[config.mk]
export PLATFORM = sky130hd
export DESIGN_NAME = psum_acc_wb_flat
export DESIGN_NICKNAME = d
export VERILOG_FILES = /design/src/rtl/psum_acc_wb_pkg.sv /design/src/rtl/psum_acc_wb_if.sv /design/src/rtl/psum_lane.sv /design/src/rtl/psum_acc_wb.sv /design/src/flat_wrapper.sv
export SDC_FILE = /design/constraint.sdc
export NUM_CORES = 1
export LEC_CHECK = 0
export ABC_AREA = 1
export ABC_CLOCK_PERIOD_IN_PS = 10100
export BUFFER_PORTS_ARGS = -buffer_cell sky130_fd_sc_hd__buf_2
export CAP_MARGIN = 20
export CORE_MARGIN = 4
export CORE_UTILIZATION = 55
export DETAILED_ROUTE_END_ITERATION = 10
export HOLD_SLACK_MARGIN = 0.12
export PLACE_DENSITY_LB_ADDON = 0.12
export SYNTH_ARGS = -nofsm -noshare
export SYNTH_HDL_FRONTEND = slang
export SYNTH_SLANG_ARGS = --single-unit
[constraint.sdc]
create_clock -name clk -period 10.1 [get_ports clk]
set_clock_uncertainty 0.2 [all_clocks]
set_input_delay 0 -clock clk [delete_from_list [all_inputs] [get_ports clk]]
set_output_delay 0 -clock clk [all_outputs]
set_load 0.01 [all_outputs]
[src/rtl/psum_acc_wb_pkg.sv]
// Shared definitions for the psum accumulate/write-back block:
// FSM state encoding and default geometry.
package psum_acc_wb_pkg;

    localparam int COL_DEFAULT     = 8;
    localparam int PSUM_BW_DEFAULT = 16;
    localparam int ADDR_BW_DEFAULT = 4;

    typedef enum logic [1:0] {
        IDLE = 2'd0,
        RD   = 2'd1,
        ACC  = 2'd2,
        DONE = 2'd3
    } state_t;

endpackage

[src/rtl/psum_acc_wb_if.sv]
// Pass control, output-FIFO and psum-SRAM signals of the accumulator.
// master = accumulator side, slave = surrounding system.
interface psum_acc_wb_if
    import psum_acc_wb_pkg::*;
#(
    parameter int col     = COL_DEFAULT,
    parameter int psum_bw = PSUM_BW_DEFAULT,
    parameter int addr_bw = ADDR_BW_DEFAULT
) ();

    logic                     start;
    logic [addr_bw-1:0]       num_vec;
    logic                     first_pass;
    logic                     last_pass;
    logic                     ofifo_valid;
    logic [psum_bw*col-1:0]   ofifo_data;
    logic                     ofifo_rd;
    logic [psum_bw*col-1:0]   sram_q;
    logic                     sram_cen;
    logic                     sram_wen;
    logic [addr_bw-1:0]       sram_addr;
    logic [psum_bw*col-1:0]   sram_d;
    logic                     busy;
    logic                     done;

    modport master (
        input  start, num_vec, first_pass, last_pass, ofifo_valid, ofifo_data, sram_q,
        output ofifo_rd, sram_cen, sram_wen, sram_addr, sram_d, busy, done
    );

    modport slave (
        output start, num_vec, first_pass, last_pass, ofifo_valid, ofifo_data, sram_q,
        input  ofifo_rd, sram_cen, sram_wen, sram_addr, sram_d, busy, done
    );

endinterface

[src/rtl/psum_lane.sv]
// One psum lane: signed add with one guard bit, saturation to psum_bw,
// then optional ReLU. Purely combinational.
module psum_lane
    import psum_acc_wb_pkg::*;
#(
    parameter int psum_bw = PSUM_BW_DEFAULT
) (
    input  logic [psum_bw-1:0] a,
    input  logic [psum_bw-1:0] b,
    input  logic               relu_en,
    output logic [psum_bw-1:0] y
);

    logic [psum_bw:0]   sum;
    logic [psum_bw-1:0] sat;

    always_comb begin
        sum = {a[psum_bw-1], a} + {b[psum_bw-1], b};
        // Overflow shows as a disagreement between the guard bit and the lane sign bit.
        if (sum[psum_bw] != sum[psum_bw-1]) begin
            sat = sum[psum_bw] ? {1'b1, {(psum_bw-1){1'b0}}} : {1'b0, {(psum_bw-1){1'b1}}};
        end else begin
            sat = sum[psum_bw-1:0];
        end
        y = (relu_en && sat[psum_bw-1]) ? '0 : sat;
    end

endmodule

[src/rtl/psum_acc_wb.sv]
// Pops psum vectors from the output FIFO, adds the matching SRAM psums
// (or zero on a first pass), saturates / ReLUs, and writes them back.
module psum_acc_wb
    import psum_acc_wb_pkg::*;
#(
    parameter int col     = COL_DEFAULT,
    parameter int psum_bw = PSUM_BW_DEFAULT,
    parameter int addr_bw = ADDR_BW_DEFAULT
) (
    input  logic               clk,
    input  logic               reset,
    psum_acc_wb_if.master      bus
);

    localparam int vec_bw = psum_bw * col;

    state_t             state, state_nxt;
    logic [addr_bw-1:0] cnt;
    logic [addr_bw-1:0] num_vec_q;
    logic               first_q;
    logic               last_q;
    logic [vec_bw-1:0]  data_q;
    logic [vec_bw-1:0]  addend;
    logic [vec_bw-1:0]  result;

    // NOTE: clocked state uses non-blocking (<=) so every register samples pre-edge values.
    always_ff @(posedge clk or negedge reset) begin
        if (!reset) state <= IDLE;
        else        state <= state_nxt;
    end

    // NOTE: data_q is one register, not an array, so it is reset along with the control state.
    always_ff @(posedge clk or negedge reset) begin
        if (!reset) begin
            cnt       <= '0;
            num_vec_q <= '0;
            first_q   <= 1'b0;
            last_q    <= 1'b0;
            data_q    <= '0;
        end else begin
            unique case (state)
                IDLE: if (bus.start) begin
                    cnt       <= '0;
                    num_vec_q <= bus.num_vec;
                    first_q   <= bus.first_pass;
                    last_q    <= bus.last_pass;
                end
                RD:   if (bus.ofifo_valid) data_q <= bus.ofifo_data;
                // Compare before incrementing so the last address never wraps.
                ACC:  if (cnt != num_vec_q) cnt <= cnt + 1'b1;
                default: ;
            endcase
        end
    end

    // NOTE: every output gets a default before the case, so no path can infer a latch.
    always_comb begin
        state_nxt     = state;
        bus.ofifo_rd  = 1'b0;
        bus.sram_cen  = 1'b1;
        bus.sram_wen  = 1'b1;
        bus.sram_addr = '0;
        bus.sram_d    = '0;
        bus.busy      = (state != IDLE);
        bus.done      = 1'b0;
        unique case (state)
            IDLE: if (bus.start) state_nxt = RD;
            RD: begin
                bus.sram_addr = cnt;
                if (bus.ofifo_valid) begin
                    bus.ofifo_rd = 1'b1;
                    bus.sram_cen = first_q;
                    state_nxt    = ACC;
                end
            end
            ACC: begin
                bus.sram_cen  = 1'b0;
                bus.sram_wen  = 1'b0;
                bus.sram_addr = cnt;
                bus.sram_d    = result;
                state_nxt     = (cnt == num_vec_q) ? DONE : RD;
            end
            DONE: begin
                bus.done  = 1'b1;
                state_nxt = IDLE;
            end
            default: state_nxt = IDLE;
        endcase
    end

    // No SRAM read was issued on a first pass, so sram_q is meaningless there.
    assign addend = first_q ? '0 : bus.sram_q;

    for (genvar i = 0; i < col; i++) begin : g_lane
        psum_lane #(.psum_bw(psum_bw)) u_lane (
            .a       (data_q[i*psum_bw +: psum_bw]),
            .b       (addend[i*psum_bw +: psum_bw]),
            .relu_en (last_q),
            .y       (result[i*psum_bw +: psum_bw])
        );
    end

endmodule

[src/flat_wrapper.sv]
// flat-port wrapper written by rule: the top's interface ports become plain ports
module psum_acc_wb_flat import psum_acc_wb_pkg::*;
#(
    parameter int col     = COL_DEFAULT,
    parameter int psum_bw = PSUM_BW_DEFAULT,
    parameter int addr_bw = ADDR_BW_DEFAULT
)
  (clk, reset, bus_start, bus_num_vec, bus_first_pass, bus_last_pass, bus_ofifo_valid, bus_ofifo_data, bus_sram_q, bus_ofifo_rd, bus_sram_cen, bus_sram_wen, bus_sram_addr, bus_sram_d, bus_busy, bus_done);
  psum_acc_wb_if #(.col(col), .psum_bw(psum_bw), .addr_bw(addr_bw)) bus_i ();
  input  logic clk;
  input  logic reset;
  input wire logic [$bits(bus_i.start)-1:0] bus_start;
  input wire logic [$bits(bus_i.num_vec)-1:0] bus_num_vec;
  input wire logic [$bits(bus_i.first_pass)-1:0] bus_first_pass;
  input wire logic [$bits(bus_i.last_pass)-1:0] bus_last_pass;
  input wire logic [$bits(bus_i.ofifo_valid)-1:0] bus_ofifo_valid;
  input wire logic [$bits(bus_i.ofifo_data)-1:0] bus_ofifo_data;
  input wire logic [$bits(bus_i.sram_q)-1:0] bus_sram_q;
  output wire logic [$bits(bus_i.ofifo_rd)-1:0] bus_ofifo_rd;
  output wire logic [$bits(bus_i.sram_cen)-1:0] bus_sram_cen;
  output wire logic [$bits(bus_i.sram_wen)-1:0] bus_sram_wen;
  output wire logic [$bits(bus_i.sram_addr)-1:0] bus_sram_addr;
  output wire logic [$bits(bus_i.sram_d)-1:0] bus_sram_d;
  output wire logic [$bits(bus_i.busy)-1:0] bus_busy;
  output wire logic [$bits(bus_i.done)-1:0] bus_done;
  assign bus_i.start = bus_start;
  assign bus_i.num_vec = bus_num_vec;
  assign bus_i.first_pass = bus_first_pass;
  assign bus_i.last_pass = bus_last_pass;
  assign bus_i.ofifo_valid = bus_ofifo_valid;
  assign bus_i.ofifo_data = bus_ofifo_data;
  assign bus_i.sram_q = bus_sram_q;
  assign bus_ofifo_rd = bus_i.ofifo_rd;
  assign bus_sram_cen = bus_i.sram_cen;
  assign bus_sram_wen = bus_i.sram_wen;
  assign bus_sram_addr = bus_i.sram_addr;
  assign bus_sram_d = bus_i.sram_d;
  assign bus_busy = bus_i.busy;
  assign bus_done = bus_i.done;
  psum_acc_wb #(.col(col), .psum_bw(psum_bw), .addr_bw(addr_bw)) u_core (.clk(clk), .reset(reset), .bus(bus_i));
endmodule
==> results.json <==
{
  "crit_path_cell_trace": "buf_4 > nor2_1 > ha_1 > nand2_1 > inv_1 > a21oi_1 > nand2_1 > nand2_1 > nand2_1 > a21oi_1 > nand2_1 > nand2_1 > inv_1 > ha_1 > inv_1 > o21ai_0 > a21oi_1 > nor2_1 > buf_2",
  "start_util_pct": 55.6,
  "placed_cell_area_sq_um": 17100,
  "syn_area_per_cell_sq_um": 6.04,
  "fin_tns_setup_ns": 0,
  "yosys.area_share.simple_pct": 40.1,
  "cts_resized": 0,
  "critPathRequiredTime_ns": 9.90,
  "hold_viol_final": 0,
  "syn_inst": 2474,
  "gp_congestion": 1.02,
  "yosysMostFrequentCell": "nand2_1",
  "grtUsageMet1_pct": 42.9,
  "yosysSeqAreaShare_pct": 23.4,
  "rr_endpoint": "u_core.data_q[127]$_DFFE_PN0P_",
  "cp_slowest_stage_delay_ns": 0.77,
  "busiest_layer": "met2",
  "fin_crit_sh_pct": 51.3,
  "synth_cell_types": 39,
  "r2r_setup_slack_ns": 6.58,
  "postCtsSetupRepairBufs": 0,
  "rows": 60,
  "synth_fa_ha_area_share_pct": 13.4,
  "nNetsFinal": 3471,
  "cp_slowest_cell": "dfrtp_4",
  "synth_compound_area_share_pct": 10.0,
  "synth_top_area_share_pct": 23.4,
  "use_met3_pct": 5.73,
  "clkTransAtPathRegs_ns": 0.06,
  "synthXorXnorAreaFrac_pct": 1.99,
  "worst_slew_pin_slew_ns": 1.12,
  "synth-seq-cells": 140,
  "fmaxAchievable_mhz": 193,
  "ys.flop_type": "dfrtp_1",
  "drive_above_1_share_pct": 17.1,
  "slew_headroom_pct": 25.7,
  "whs_endpoint": "u_core.data_q[1]$_DFFE_PN0P_",
  "power_density_nw_per_um2": 317,
  "io_pins": 403,
  "peakVddDrop_v": 0.000182,
  "grt_pass1_vias": 18082,
  "coreArea_sq_um": 26900,
  "grt_use_met2_pct": 59.6,
  "clock-sinks": 140,
  "synth.mux.area_fraction_pct": 0.301,
  "crit_top_cell": "nand2_1",
  "synth_common_cells": "nand2_1, nor2_1, inv_1",
  "leakagePower_nw": 12.2,
  "grt_max_degree": 94,
  "cts_tree": "yes",
  "synth_top_family_by_area": "simple AND/OR/NAND/NOR gates",
  "wl_mm": 52.9,
  "rsz0062_at_grt": "false",
  "clk_path_buf_depth": 2,
  "r2r_cells": 7,
  "worstSkewPairLatency_ns": 0.42,
  "first_pass_iters": 6,
  "dp_hpwl_mm": 37.9,
  "start_kind": "flop",
  "syn_nets": 2895,
  "fin_area_sq_um": 19900,
  "floorplan.die_area_sq_um": 29900,
  "status": "finished, final reports clean",
  "hold_buffers": 211,
  "die_h_um": 173,
  "drtIter0Drc": 1543,
  "hold_class": "in -> reg",
  "wire_per_inst_um": 15.5,
  "vias": 18011,
  "h-tree-depth": 4,
  "synthTopCellsByArea": "dfrtp_1, nand2_1, ha_1",
  "holdPathStages": 4,
  "ys_warn_count": 0,
  "antenna_found_initial": 4,
  "r2r_start": "u_core.state[1]$_DFFE_PN0P_",
  "finalSetupViolations": 0,
  "netlist_area_sq_um": 14900,
  "cts_buffers": 17,
  "syn2layout_area_growth_pct": 33.0,
  "grt_overflow": 0,
  "worstPathMaxFanout": 83,
  "ys_async_sr_fraction_pct": 100,
  "min_period_ns": 5.18,
  "drc": 0,
  "end_kind": "output pin",
  "viasPerCell": 5.29,
  "track_usage_pct": 34.8,
  "port_buffers": 402,
  "finish.utilization_pct": 73.9,
  "hp-start": "bus_ofifo_data[1]",
  "arrival_ns": 4.98,
  "synth_area_leader_cell": "dfrtp_1",
  "max_cap_viol_count": 0,
  "drtAntennaViolNets": 0,
  "slew_violations": 0,
  "synth_edf_count": 0,
  "dieWidth_um": 173,
  "root_buffer": "clkbuf_16",
  "grt_pass1_wl_mm": 86.8,
  "critPathKind": "reg -> out"
}
==> per-layer routing <==
metal | wire length, um | up-vias
met5 | 0 | -
met4 | 2430 | 0
met3 | 4070 | 165
met2 | 24900 | 837
met1 | 21500 | 8174
li1 | - | 8835
==> cell families after synthesis <==
family                   Yosys count
AO/OA/AOI/OAI                    270
buffers and inverters            405
multiplexers                       4
XOR/XNOR                          34
adder cells (fa/ha/maj)          155
AND/OR/NAND/NOR                 1466
flip-flops                       140
==> layout by cell type, fill, tap and decap left out, types with 2 or more instances in the layout <==
| cell | instances |
|---|---|
| a21o_1 | 13 |
| a21oi_1 | 158 |
| a21oi_2 | 4 |
| a22oi_1 | 2 |
| a31oi_1 | 7 |
| buf_2 | 401 |
| buf_4 | 4 |
| bufinv_16 | 4 |
| clkbuf_1 | 2 |
| clkbuf_16 | 17 |
| clkinv_2 | 3 |
| clkinvlp_4 | 2 |
| dfrtp_1 | 139 |
| diode_2 | 4 |
| dlygate4sd3_1 | 210 |
| fa_1 | 8 |
| ha_1 | 147 |
| inv_1 | 339 |
| inv_2 | 4 |
| inv_4 | 2 |
| mux2_2 | 4 |
| nand2_1 | 820 |
| nand2_2 | 28 |
| nand2_4 | 6 |
| nand3_1 | 93 |
| nand3_2 | 11 |
| nand3b_1 | 19 |
| nand4_1 | 9 |
| nor2_1 | 440 |
| nor2_2 | 13 |
| nor3_1 | 12 |
| o21ai_0 | 56 |
| o21bai_1 | 20 |
| o31ai_1 | 7 |
| or2_2 | 13 |
| xnor2_1 | 12 |
| xor2_1 | 22 |
==> worst max path at each step <==
stage                               start              to  slack (ns)
2_1_floorplan  u_core.first_q$_DFFE_PN0P_   bus_sram_d[4]        6.64
3_3_place_gp   u_core.first_q$_DFFE_PN0P_  bus_sram_d[52]        5.61
3_5_place_dp   u_core.first_q$_DFFE_PN0P_  bus_sram_d[38]        5.46
4_1_cts        u_core.first_q$_DFFE_PN0P_  bus_sram_d[38]        5.01
5_1_grt        u_core.first_q$_DFFE_PN0P_  bus_sram_d[38]        4.52
6_report       u_core.first_q$_DFFE_PN0P_  bus_sram_d[38]        4.92
==> sequential cells by signal, indices dropped and copies added, names as in the netlist <==
signal	count
u_core.state	2
u_core.cnt	4
u_core.last_q	1
u_core.first_q	1
u_core.num_vec_q	4
u_core.data_q	128
==> layout make-up <==
type	instances	area (sq um)
Tap cell	341	427
Fill cell	2260	7000
Timing Repair Buffer	617	4180
Antenna cell	4	10.0
Inverter	345	1300
Clock inverter	11	168
Multi-Input combinational cell	1929	9840
Sequential cell	140	3510
Clock buffer	20	447
==> where the power goes <==
part	internal (mW)	total, mW	leakage [nW]	switching, mW
registers	0.819	1.03	1.75	0.212
logic	1.61	4.59	10.1	2.98
clock network	0.419	0.685	0.296	0.266
total	2.85	6.31	12.2	3.46
==> critical path: cells and delay by family, from the launching register on <==
family / cells / cell delay [ns]
simple gates: 8 / 0.81
buf+inv: 5 / 1.26
flops: 1 / 0.77
fa+ha+maj: 2 / 0.81
compound gates: 4 / 0.78
==> through the flow <==
step           hold slack (ns)  setup slack, ns  total power, mW  instances
5_1_grt                  0.138             4.52             6.91       3407
4_1_cts                  0.120             5.01             6.21       3403
6_report                 0.114             4.92             6.31       3407
3_5_place_dp           -0.0868             5.46             5.41       3161
2_1_floorplan           -0.496             6.64             4.19       2474
3_3_place_gp            -0.109             5.61             5.35       3161
No activity file was read; power rests on OpenSTA's default activity.
